## src/rtl/iot_event_arbiter.sv

```systemverilog
// Round-robin front end for the active-device monitor: validates join/leave pulses per device,
// issues them one at a time, sequences monitor clears and cross-checks the returned count.
module iot_event_arbiter #(
    parameter int N_DEV = 4
) (
    input  logic             clk,
    input  logic             rst,
    input  logic [N_DEV-1:0] dev_join,
    input  logic [N_DEV-1:0] dev_leave,
    input  logic             clear_req,
    input  logic [7:0]       counter_out,
    output logic             mon_rst,
    output logic             mon_on_off,
    output logic             mon_change,
    output logic [N_DEV-1:0] grant,
    output logic [N_DEV-1:0] active,
    output logic             busy,
    output logic             evt_err,
    output logic             sync_err
);

    localparam int PW = (N_DEV > 1) ? $clog2(N_DEV) : 1;

    typedef enum logic [1:0] {IDLE, ISSUE, CLEAR} state_e;

    state_e           state_q, state_d;
    logic [N_DEV-1:0] active_q, active_d;
    logic [N_DEV-1:0] pend_q, pend_d;
    logic [N_DEV-1:0] dir_q, dir_d;
    logic [PW-1:0]    rr_q, rr_d;
    logic [N_DEV-1:0] grant_q, grant_d;
    logic             on_off_q, on_off_d;
    logic             change_q, change_d;
    logic             mon_rst_q, mon_rst_d;
    logic             evt_err_q, evt_err_d;
    logic             sync_err_q, sync_err_d;

    logic             can_grant;
    logic             do_grant;
    logic [PW-1:0]    gnt_idx;
    logic             eff;

    // First requesting device at or after ptr, wrapping modulo N_DEV.
    function automatic logic [PW-1:0] rr_pick(input logic [N_DEV-1:0] req, input logic [PW-1:0] ptr);
        logic [PW-1:0] sel;
        logic          found;
        int            idx;
        sel   = '0;
        found = 1'b0;
        for (int off = 0; off < N_DEV; off++) begin
            idx = int'(ptr) + off;
            if (idx >= N_DEV) idx = idx - N_DEV;
            if (!found && req[idx]) begin
                found = 1'b1;
                sel   = PW'(idx);
            end
        end
        return sel;
    endfunction

    function automatic logic [7:0] popcount(input logic [N_DEV-1:0] v);
        logic [7:0] cnt;
        cnt = '0;
        for (int i = 0; i < N_DEV; i++) cnt = cnt + 8'(v[i]);
        return cnt;
    endfunction

    always_comb begin
        // NOTE: every variable gets a default before any branch so no latch can be inferred.
        state_d    = state_q;
        active_d   = active_q;
        pend_d     = pend_q;
        dir_d      = dir_q;
        rr_d       = rr_q;
        grant_d    = '0;
        on_off_d   = 1'b0;
        change_d   = change_q;
        mon_rst_d  = 1'b0;
        evt_err_d  = 1'b0;
        sync_err_d = sync_err_q;
        do_grant   = 1'b0;
        gnt_idx    = '0;
        eff        = 1'b0;
        can_grant  = (state_q == IDLE) && !clear_req;

        if (state_q == IDLE && pend_q == '0 && !mon_rst_q && counter_out != popcount(active_q))
            sync_err_d = 1'b1;

        // An already-pending op is granted first so same-cycle events see the post-grant state.
        if (can_grant && pend_q != '0) begin
            do_grant          = 1'b1;
            gnt_idx           = rr_pick(pend_q, rr_q);
            active_d[gnt_idx] = ~active_q[gnt_idx];
            pend_d[gnt_idx]   = 1'b0;
            change_d          = dir_q[gnt_idx];
        end

        if (state_q != CLEAR && !clear_req) begin
            for (int i = 0; i < N_DEV; i++) begin
                eff = active_d[i] ^ pend_d[i];
                if (dev_join[i] && dev_leave[i]) begin
                    evt_err_d = 1'b1;
                end else if (dev_join[i] || dev_leave[i]) begin
                    if (dev_join[i] == eff) evt_err_d = 1'b1;
                    else if (pend_d[i])     pend_d[i] = 1'b0;
                    else begin
                        pend_d[i] = 1'b1;
                        dir_d[i]  = dev_join[i];
                    end
                end
            end
        end

        // Nothing was waiting: a fresh event is issued on the very next edge.
        if (can_grant && !do_grant && pend_d != '0) begin
            do_grant          = 1'b1;
            gnt_idx           = rr_pick(pend_d, rr_q);
            active_d[gnt_idx] = ~active_d[gnt_idx];
            pend_d[gnt_idx]   = 1'b0;
            change_d          = dir_d[gnt_idx];
        end

        unique case (state_q)
            IDLE:    if (clear_req) state_d = CLEAR; else if (do_grant) state_d = ISSUE;
            ISSUE:   state_d = clear_req ? CLEAR : IDLE;
            CLEAR:   state_d = IDLE;
            default: state_d = CLEAR;
        endcase

        if (do_grant) begin
            grant_d[gnt_idx] = 1'b1;
            on_off_d         = 1'b1;
            rr_d             = (int'(gnt_idx) == N_DEV - 1) ? '0 : gnt_idx + 1'b1;
        end

        if (state_d == CLEAR) begin
            mon_rst_d = 1'b1;
            active_d  = '0;
            pend_d    = '0;
            dir_d     = '0;
            rr_d      = '0;
        end
    end

    always_ff @(posedge clk or negedge rst) begin
        if (!rst) begin
            state_q    <= CLEAR;
            active_q   <= '0;
            pend_q     <= '0;
            dir_q      <= '0;
            rr_q       <= '0;
            grant_q    <= '0;
            on_off_q   <= 1'b0;
            change_q   <= 1'b1;
            mon_rst_q  <= 1'b1;
            evt_err_q  <= 1'b0;
            sync_err_q <= 1'b0;
        end else begin
            state_q    <= state_d;
            active_q   <= active_d;
            pend_q     <= pend_d;
            dir_q      <= dir_d;
            rr_q       <= rr_d;
            grant_q    <= grant_d;
            on_off_q   <= on_off_d;
            change_q   <= change_d;
            mon_rst_q  <= mon_rst_d;
            evt_err_q  <= evt_err_d;
            sync_err_q <= sync_err_d;
        end
    end

    assign mon_rst    = mon_rst_q;
    assign mon_on_off = on_off_q;
    assign mon_change = change_q;
    assign grant      = grant_q;
    assign active     = active_q;
    assign busy       = (pend_q != '0) || (state_q != IDLE);
    assign evt_err    = evt_err_q;
    assign sync_err   = sync_err_q;

endmodule
```

## config.mk

```make
export PLATFORM = sky130hd
export DESIGN_NAME = iot_event_arbiter
export DESIGN_NICKNAME = d
export VERILOG_FILES = /design/src/rtl/iot_event_arbiter.sv
export SDC_FILE = /design/constraint.sdc
export NUM_CORES = 1
export LEC_CHECK = 0
export BUFFER_PORTS_ARGS = -buffer_cell sky130_fd_sc_hd__buf_2
export CAP_MARGIN = 20
export CORE_MARGIN = 4
export CORE_UTILIZATION = 45
export DETAILED_ROUTE_END_ITERATION = 7
export HOLD_SLACK_MARGIN = 0.15
export PLACE_DENSITY_LB_ADDON = 0.05
export SYNTH_ARGS = -nofsm -noshare
export SYNTH_HDL_FRONTEND = slang
export SYNTH_SLANG_ARGS = --single-unit
```

## constraint.sdc

```tcl
create_clock -name clk -period 2.75 [get_ports clk]
set_input_delay 0.6875 -clock clk [delete_from_list [all_inputs] [get_ports clk]]
set_output_delay 0.6875 -clock clk [all_outputs]
set_load 0.02 [all_outputs]
```

==> impl_metrics.csv <==
group,metric,value,unit
timing,fin_crit,2820,ps
synthesis,seq_area_frac_synth,29.6,%
power_and_ir_drop,p_leak,1.37,nW
worst_setup_path,r2r_start,"pend_q[2]$_DFF_PN0_",
detailed_routing,avgRoutedWirePerCell,17.3,um
global_routing,grt_overflow,0,
detailed_routing,wl_met3,417,um
layout,diodes,0,
clock_tree,cts_sinks,24,
timing,rsz0062_at_grt,"true",
detailed_routing,viasPerCell,5.79,
timing,whs,381,ps
clock_tree,cts_root_buffer,"clkbuf_8",
placement,io_buffer_count,32,
detailed_routing,wl_met2,3.05,mm
worst_setup_path,startpoint_type,"flip-flop",
worst_setup_path,arrival,3000,ps
synthesis,synth-async-reset-ratio,100,%
clock_tree,cts_htree_levels,1,
detailed_routing,detail-route-antenna-nets,0,
die,start_util,46.8,%
timing,worst_pin_slew,546,ps
global_routing,grt_pass1_vias,2058,
die,coreArea,4350,um^2
die,rows,24,
timing,fmax,354,MHz
die,io_pins,33,
synthesis,yosys_register_bits,24,
outcome,status,"complete, but fails checks",
worst_setup_path,worstSetupPathType,"flip-flop to flip-flop",
power_and_ir_drop,p_int,0.00181,W
worst_setup_path,endpoint_kind,"flip-flop",
global_routing,antenna_found_initial,0,
synthesis,synth-warning-count,0,
power_and_ir_drop,swShare,45.0,%
power_and_ir_drop,comb_power_share,71.5,%
clock_tree,clk-insertion-delay-late,280,ps
clock_tree,tritoncts,"yes",
synthesis,synth_cell_types,74,
worst_setup_path,worstPathRequired,2930,ps
die,die_h,75.3,um
detailed_routing,dr_total_vias,2153,
clock_tree,cts_hold_buffers,0,
synthesis,syn_area_per_cell,9.01,um^2
detailed_routing,drc_errors,0,
power_and_ir_drop,p_seq_share,18.8,%
detailed_routing,drt_iter0_drc,114,
layout,area_growth,47.6,%
timing,clock_skew,4.61,ps
worst_setup_path,slowest_delay,460,ps
power_and_ir_drop,power_frac_clock,9.7,%
detailed_routing,drt_wl_total,6.42,mm
timing,drv_slew,0,
synthesis,yosys-top-cells-area,"dfrtp_1 (27%), ha_1 (3.7%), mux2i_1 (3.4%), xnor2_1 (3.0%), nand2_1 (2.8%)",
die,fp.dieArea,5660,um^2
timing,setup_violations,5,
worst_hold_path,hp-class,"primary input to async pin",
run,cap_violations,0,
timing,min_period_over_period,103,%
detailed_routing,dr.pass1.iters,4,
worst_setup_path,crit_path_start,"pend_q[2]$_DFF_PN0_",
synthesis,synth_edf_count,0,
global_routing,grt_max_degree,25,
worst_setup_path,crit_chain,"nor2b_1, a311o_2, and2_4, o311ai_2, and3_4, o221a_4, o21ai_4, buf_4, a2111o_1, o311ai_1",
timing,finalHoldViolCount,0,
synthesis,synth_area,2040,um^2
die,chipWidth,75.3,um
clock_tree,cts.path.max_buffers,2,
detailed_routing,highest_layer,"met4",
power_and_ir_drop,switchingPower,0.00148,W
worst_setup_path,cp_slowest_cell,"dfrtp_2",
synthesis,synthFlopType,"dfrtp_1",
placement,dp_hpwl,4.99,mm
global_routing,grt_first_pass_wirelength,9.96,mm
synthesis,syn_inst,226,
clock_tree,cts_made_buffers,3,
clock_tree,clk_pin_slew_worst_paths,90,ps
detailed_routing,wl_met1,2.76,mm
global_routing,track_usage,23.9,%
placement,gp_congestion,0.955,
synthesis,synth_top_area_share,27.0,%
synthesis,syn_nets,252,
power_and_ir_drop,power_density,1090,nW/um^2
outcome,violations,"setup timing",
layout,finish.utilization,69.0,%
layout,layout-drive-gt1-share,51.2,%
synthesis,synth_top_area_cell,"dfrtp_1",
worst_setup_path,critical_path_peak_fanout,6,
layout,fin_nets,347,
timing,maxSlewHeadroom,63.6,%
timing,fin_ws,-73.6,ps
power_and_ir_drop,peakVddDrop,0.000596,V
[worst paths after layout]
path,end,slack [ps],cells past startpoint
worst max-delay path,mon_change$_DFFE_PN1P_,-70,10
worst min-delay path,dir_q[1]$_DFF_PN0_,380,1
worst max register to register,mon_change$_DFFE_PN1P_,-70,10
worst min register to register,sync_err$_DFFE_PN0P_,480,1
max in group asynchronous,pend_q[3]$_DFF_PN0_,1970,1
min in group clk,sync_err$_DFFE_PN0P_,480,1
[per-stage QoR]
step	worst slack (ps)	cell area [um^2]	setup TNS (ps)	total power, W	std cells
6_report	-73.6	3010	-176	0.00329	372
5_1_grt	-133	3010	-737	0.00351	372
4_1_cts	-11.3	2840	-26.5	0.00306	368
3_5_place_dp	-284	2720	-2970	0.00267	361
3_3_place_gp	-260	2720	-2810	0.00266	361
2_1_floorplan	-26.2	2120	-63.6	0.00186	226
[area by class of cell]
| class | instances | area, um^2 |
|---|---|---|
| tap | 52 | 65.1 |
| sequential | 24 | 608 |
| fill | 360 | 1350 |
| timing repair buffer | 100 | 686 |
| multi-input combinational | 183 | 1540 |
| clock inverter | 1 | 30.0 |
| clock buffer | 3 | 41.3 |
| inverter | 9 | 33.8 |
[Yosys cell counts (6+ instances only)]
cell     number
a21oi_1      10
a31oi_1       6
and2_1        8
dfrtp_1      22
ha_1          6
inv_1         8
mux2i_1       7
nand2_1      15
nand3_1       6
nor2_1       14
nor3_1        9
o21ai_0       8
xnor2_1       7
[power groups by stage]
stage	Combinational (W)	Clock [W]	Sequential (W)
6_report	0.00235	0.000318	0.000619
5_1_grt	0.00254	0.000343	0.000634
4_1_cts	0.00213	0.000326	0.000602
3_5_place_dp	0.00207	0	0.000608
3_3_place_gp	0.00206	0	0.000606
2_1_floorplan	0.00123	0	0.000624
[what timing repair did]
| action | 4_1_cts | 5_1_grt |
|---|---|---|
| setup endpoints to repair | 10 | 15 |
| pin swaps | 3 | 7 |
| resized for setup | 10 | 27 |
| buffers inserted | 3 | 4 |
[flip-flops by register name (all words and copies together) (netlist names)]
name,count
active,4
dir_q,4
grant,4
pend_q,4
rr_q,2
evt_err,1
mon_change,1
mon_on_off,1
mon_rst,1
state_q,1
sync_err,1
[worst max-delay path, delay by kind of cell (launching register included)]
family	cells	cell delay, ps
flops	1	460
simple gates	3	640
buf+inv	1	170
compound gates	6	1450
[cells in the final DEF, fill, tap and decap left out, types with 3 or more instances in the layout]
cell / netlist / final
a31oi_1: 6 / 6
nand2_1: 15 / 15
o21ai_0: 8 / 6
clkbuf_8: 0 / 3
xor2_1: 4 / 3
nand4_1: 4 / 4
xnor2_1: 7 / 7
and2_1: 8 / 8
o211ai_1: 3 / 3
nor3_1: 9 / 7
buf_4: 2 / 64
ha_1: 6 / 4
nand3_1: 6 / 3
nor2_1: 14 / 12
dfrtp_2: 0 / 4
buf_6: 4 / 4
a21oi_1: 10 / 7
mux2i_1: 7 / 7
dfrtp_1: 22 / 18
inv_1: 8 / 6
buf_2: 2 / 32
a21oi_4: 0 / 3
[cells by family (layout without fill, tap and decap cells)]
group | count (synthesis) | in the layout | share of synthesized area [%]
multiplexers | 9 | 9 | 4.55
flip-flops | 24 | 24 | 29.6
adder cells (fa/ha/maj) | 7 | 7 | 4.67
AND/OR/NAND/NOR | 88 | 88 | 25.1
buffers and inverters | 19 | 113 | 5.47
XOR/XNOR | 11 | 11 | 4.73
AO/OA/AOI/OAI | 68 | 68 | 25.8
[routing by layer]
metal	vias to the layer above	GRT usage (%)
met5	-	0
met4	0	10.3
met3	15	4.54
met2	61	38.4
met1	1030	31.3
li1	1047	-
No activity file was read; power rests on OpenSTA's default activity.
